**src/rtl/riscv_mem_arbiter.sv**
```systemverilog
// Round-robin arbiter that shares a byte-wide, 1-cycle-latency read memory between the
// fetch and load ports, assembling four byte reads into one little-endian word per request.
module riscv_mem_arbiter #(
    parameter int WORD_LENGTH = 32,
    parameter int ADDR_WIDTH  = 32,
    parameter int NUM_MEM     = 1024
) (
    input  logic                   clk,
    input  logic                   rst,
    input  logic                   if_req_valid,
    output logic                   if_req_ready,
    input  logic [ADDR_WIDTH-1:0]  if_req_addr,
    output logic                   if_resp_valid,
    output logic [WORD_LENGTH-1:0] if_resp_data,
    output logic                   if_resp_err,
    input  logic                   d_req_valid,
    output logic                   d_req_ready,
    input  logic [ADDR_WIDTH-1:0]  d_req_addr,
    output logic                   d_resp_valid,
    output logic [WORD_LENGTH-1:0] d_resp_data,
    output logic                   d_resp_err,
    output logic                   mem_rd_en,
    output logic [ADDR_WIDTH-1:0]  mem_addr,
    input  logic [7:0]             mem_rd_data
);

    localparam logic [1:0] IDLE = 2'd0;
    localparam logic [1:0] READ = 2'd1;
    localparam logic [1:0] RESP = 2'd2;

    localparam logic OWN_IF = 1'b0;
    localparam logic OWN_D  = 1'b1;

    // Highest legal word base: base+3 must still be inside the memory.
    localparam logic [ADDR_WIDTH-1:0] MAX_BASE = ADDR_WIDTH'(NUM_MEM - 4);

    logic [1:0]            state;
    logic [2:0]            cnt;
    logic                  owner;
    logic                  last_grant;
    logic [ADDR_WIDTH-1:0] base;
    logic [23:0]           byte_buf;

    logic                  grant_valid;
    logic                  grant;
    logic [ADDR_WIDTH-1:0] acc_addr;
    logic                  addr_err;

    // Arbitration: a lone requester wins; on contention the port not served last wins.
    always_comb begin
        grant_valid = 1'b0;
        grant       = OWN_IF;
        if (state == IDLE && !rst) begin
            if (if_req_valid && d_req_valid) begin
                grant_valid = 1'b1;
                grant       = ~last_grant;
            end else if (if_req_valid) begin
                grant_valid = 1'b1;
                grant       = OWN_IF;
            end else if (d_req_valid) begin
                grant_valid = 1'b1;
                grant       = OWN_D;
            end
        end
        if_req_ready = grant_valid && (grant == OWN_IF);
        d_req_ready  = grant_valid && (grant == OWN_D);
        acc_addr     = (grant == OWN_D) ? d_req_addr : if_req_addr;
        addr_err     = acc_addr > MAX_BASE;
    end

    always_comb begin
        mem_rd_en     = (state == READ) && (cnt < 3'd4);
        mem_addr      = mem_rd_en ? base + ADDR_WIDTH'(cnt) : '0;
        if_resp_valid = (state == RESP) && (owner == OWN_IF);
        d_resp_valid  = (state == RESP) && (owner == OWN_D);
    end

    always_ff @(posedge clk or posedge rst) begin
        if (rst) begin
            state        <= IDLE;
            cnt          <= '0;
            owner        <= OWN_IF;
            last_grant   <= OWN_D;
            base         <= '0;
            byte_buf     <= '0;
            if_resp_data <= '0;
            if_resp_err  <= 1'b0;
            d_resp_data  <= '0;
            d_resp_err   <= 1'b0;
        end else begin
            case (state)
                IDLE: begin
                    if (grant_valid) begin
                        owner      <= grant;
                        last_grant <= grant;
                        base       <= acc_addr;
                        cnt        <= '0;
                        byte_buf   <= '0;
                        if (addr_err) begin
                            state <= RESP;
                            if (grant == OWN_IF) begin
                                if_resp_data <= '0;
                                if_resp_err  <= 1'b1;
                            end else begin
                                d_resp_data <= '0;
                                d_resp_err  <= 1'b1;
                            end
                        end else begin
                            state <= READ;
                        end
                    end
                end
                READ: begin
                    // Each cycle returns the byte addressed one cycle earlier.
                    case (cnt)
                        3'd1:    byte_buf[7:0]   <= mem_rd_data;
                        3'd2:    byte_buf[15:8]  <= mem_rd_data;
                        3'd3:    byte_buf[23:16] <= mem_rd_data;
                        default: ;
                    endcase
                    if (cnt == 3'd4) begin
                        state <= RESP;
                        if (owner == OWN_IF) begin
                            if_resp_data <= WORD_LENGTH'({mem_rd_data, byte_buf});
                            if_resp_err  <= 1'b0;
                        end else begin
                            d_resp_data <= WORD_LENGTH'({mem_rd_data, byte_buf});
                            d_resp_err  <= 1'b0;
                        end
                    end else begin
                        cnt <= cnt + 3'd1;
                    end
                end
                RESP:    state <= IDLE;
                default: state <= IDLE;
            endcase
        end
    end

endmodule
```
**config.mk**
```make
export PLATFORM = sky130hd
export DESIGN_NAME = riscv_mem_arbiter
export DESIGN_NICKNAME = d
export VERILOG_FILES = /design/src/rtl/riscv_mem_arbiter.sv
export SDC_FILE = /design/constraint.sdc
export NUM_CORES = 1
export LEC_CHECK = 0
export ABC_AREA = 0
export CORE_ASPECT_RATIO = 0.9
export CORE_UTILIZATION = 45
export CTS_BUF_LIST = sky130_fd_sc_hd__clkbuf_8
export DETAILED_ROUTE_END_ITERATION = 12
export PLACE_DENSITY = 0.86
export SETUP_SLACK_MARGIN = 0.2
export SYNTH_ARGS = -nofsm -noshare
export SYNTH_HDL_FRONTEND = slang
export SYNTH_SLANG_ARGS = --single-unit
```
**constraint.sdc**
```tcl
create_clock -name clk -period 5.4 [get_ports clk]
set_input_delay 0.81 -clock clk [delete_from_list [all_inputs] [get_ports clk]]
set_output_delay 0.81 -clock clk [all_outputs]
set_load 0.1 [all_outputs]
```
==> metrics <==
Hold Vio Cnt, Final=0; capturing element type of the critical path=output port; routability-driven placement congestion ratio=0.911; final-layout worst hold slack=0.469 ns; placeable core region=14,200 sq um; critical path launch point type=primary input; WP data arrival=3.16 ns; leakage component of the power=3.79 nW; area enclosed by the die boundary=15,200 sq um; Post-Place Worst Slack=1.45 ns; overall fraction of global-route tracks in use=26.1%; worst-path fanout max=20; number of pins exceeding their max-slew limit in the final report=0; maximum achievable frequency=0.252 GHz; share of the core filled with cells in the final layout=61.9%; number of antenna violations at the first check in global routing=0; hold path startpoint=last_grant; placed instance count=1,052; maximum number of buffers from clock root to sink=2; Peak supply drop=0.162 mV; min setup slack post-route=1.43 ns; Hold EP=last_grant; post-route fraction of the period consumed by the critical path=73.5%; adder and majority cell fraction of the synthesized area=1.81%; TritonCTS clock tree=built; proportion of netlist area held by the largest area contributor=48.4%; slew of the pin with the lowest slew margin=1.16 ns; post-route clock skew=0.00795 ns; Crit path required time=4.59 ns; worst hold path depth=2; Max Cap Viol=0; remaining routing DRC violations=0; critical path class=in2out; maximum level of the CTS H-tree=4; number of cells in the finished layout apart from fillers=1,084; hold_buf cts=0; post-route ant nets=0; PostCTS Resize Cnt=0; proportion of synthesized flip-flops having asynchronous set or reset=100%; RSZ-0062 raised after global routing=false; reg-to-reg endpoint=if_resp_data[4]; Setup Buffers After CTS=0; antenna diode instance count=0; share of post-route cells with drive strength above 1=12.0%; number of register bits inferred by synthesis=129; Post-DP HPWL=14.0 mm; post-synthesis compound-gate area fraction=15.8%; clock sink total=129; Synth Warn #=0; result of the run=finished clean; clk_lat worst skew=0.45 ns; TritonCTS Buffers=17; drt first-iter violations=617; Cell Pwr Density=245 nW/um^2; total vias in the final route=6,213; number of enable-type register cells in the synthesized netlist=0; largest cells by area after synthesis=sky130_fd_sc_hd__dfrtp_1 48%, sky130_fd_sc_hd__nand2_1 8.7%, sky130_fd_sc_hd__nor2_1 3.9%; main combinational cell family by area after synthesis=simple AND/OR/NAND/NOR gates; drt via density=5.73; Pre-Repair DR Iteration Count=7; routed length per instance=18.1 microns; startpoint of the most critical register-to-register path=state[1]; buffers added on ports=178; clock slew at the register clock pins of the worst setup and hold paths=0.07 ns; wire length of the first global-routing pass=30.0 mm; Initial Utilization=46.6%; simple-gate portion of the synthesized area=22.0%; clock tree root driver cell=sky130_fd_sc_hd__clkbuf_8; mux cell area share after synthesis=4.08%; number of global-route vias before repair=5,918; Filler Cell Count=1,186; final setup fails=0; final std cell area, no fill=8800 sq um; post-layout power=2.16 mW; Syn-to-layout area delta=32.9%; pin count of the biggest net entering global routing=65; DIE HEIGHT=117 microns; Post-Syn Area per Cell=9.23 sq um; sequential area share after synthesis=48.8%; post-detailed-routing wire length=19.7 mm; floorplan row count=41; final total negative setup slack=0 ns; library cell occupying the most area in the post-synthesis netlist=sky130_fd_sc_hd__dfrtp_1; most frequent standard cell in the layout excluding fill and tap cells=sky130_fd_sc_hd__nand2_1; Synth Instances=717; chip width=130 microns; worst setup slack for register-to-register paths=2.31 ns; Layout Nets=963; worst relative slew slack=22.3%; leading register cell type out of synthesis=sky130_fd_sc_hd__dfrtp_1; Period minus WS final=3.97 ns; xor/xnor cell area share of the yosys netlist=3.44%; depth of the worst register-to-register path=7; post-synthesis net count=802; top library cells by usage in the layout, fill and taps aside=153 x sky130_fd_sc_hd__nand2_1, 146 x sky130_fd_sc_hd__clkdlybuf4s50_1, 128 x sky130_fd_sc_hd__dfrtp_1; area of the mapped netlist=6620 sq um; Hold Path Class=reg2reg; Cell variety after synth=53; number of top-level design ports=179; GRT Residual Overflow=0; placed standard-cell area=8420 sq um
[area by class of cell]
class                   count  area [sq um]  share of cell area (%)
flip-flops and latches    129          3230                    36.7
multi-input cells         533          3140                    35.6
repair buffers            189          1780                    20.3
clock buffers              21           289                    3.28
well taps                 193           241                    2.74
clock inverters            11          87.6                   0.995
inverters                   8          32.5                   0.370
[how the worst max path moves through the flow]
stage / startpoint / end / cells past startpoint
3_3_place_gp: rst / if_req_ready / 5
4_1_cts: rst / if_req_ready / 5
3_5_place_dp: rst / if_req_ready / 5
6_report: rst / if_req_ready / 5
5_1_grt: rst / if_req_ready / 5
2_1_floorplan: rst / base[0] / 1
[kinds of logic after synthesis]
kind of cell	Yosys count
simple gates	320
flops	129
mux	25
fa+ha+maj	9
buf+inv	55
compound gates	153
xor+xnor	26
[metal layers]
metal  share of wire (%)  GRT usage (%)
met3                 7.6           6.27
met1                  42           34.4
met5                   0              0
met2                  46           39.8
met4                 4.3           14.5
[synthesized netlist by cell type, drive strengths merged, types with 6 or more instances]
cell type,number
a22oi,24
dfrtp,128
a31oi,31
nand2,153
and4,6
nor4,8
inv,8
buf,19
o21ai,38
and3,8
nor2,68
a22o,18
mux2,16
a21oi,23
nor3,9
clkbuf,28
ha,8
xor2,21
nand4,17
mux2i,9
and2,9
nand3,30
[where the power goes]
part | switching (mW) | total (mW) | internal [mW]
Combinational | 0.166 | 0.292 | 0.126
Sequential | 0.0642 | 1.08 | 1.01
Clock | 0.381 | 0.788 | 0.406
[worst max-delay path, cell delays in order]
cell,delay [ns]
sky130_fd_sc_hd__clkdlybuf4s50_1,0.50
sky130_fd_sc_hd__nor3_4,0.22
sky130_fd_sc_hd__o21ai_2,0.30
sky130_fd_sc_hd__nor2_1,0.18
sky130_fd_sc_hd__clkdlybuf4s50_1,1.14
[flip-flops by register name, summed over array words and instances, names as in the netlist, 2 cells and up]
name	flops
state	2
base	32
byte_buf	24
d_resp_data	32
if_resp_data	32
cnt	3
Note: power is estimated with default switching activity, not from simulation.
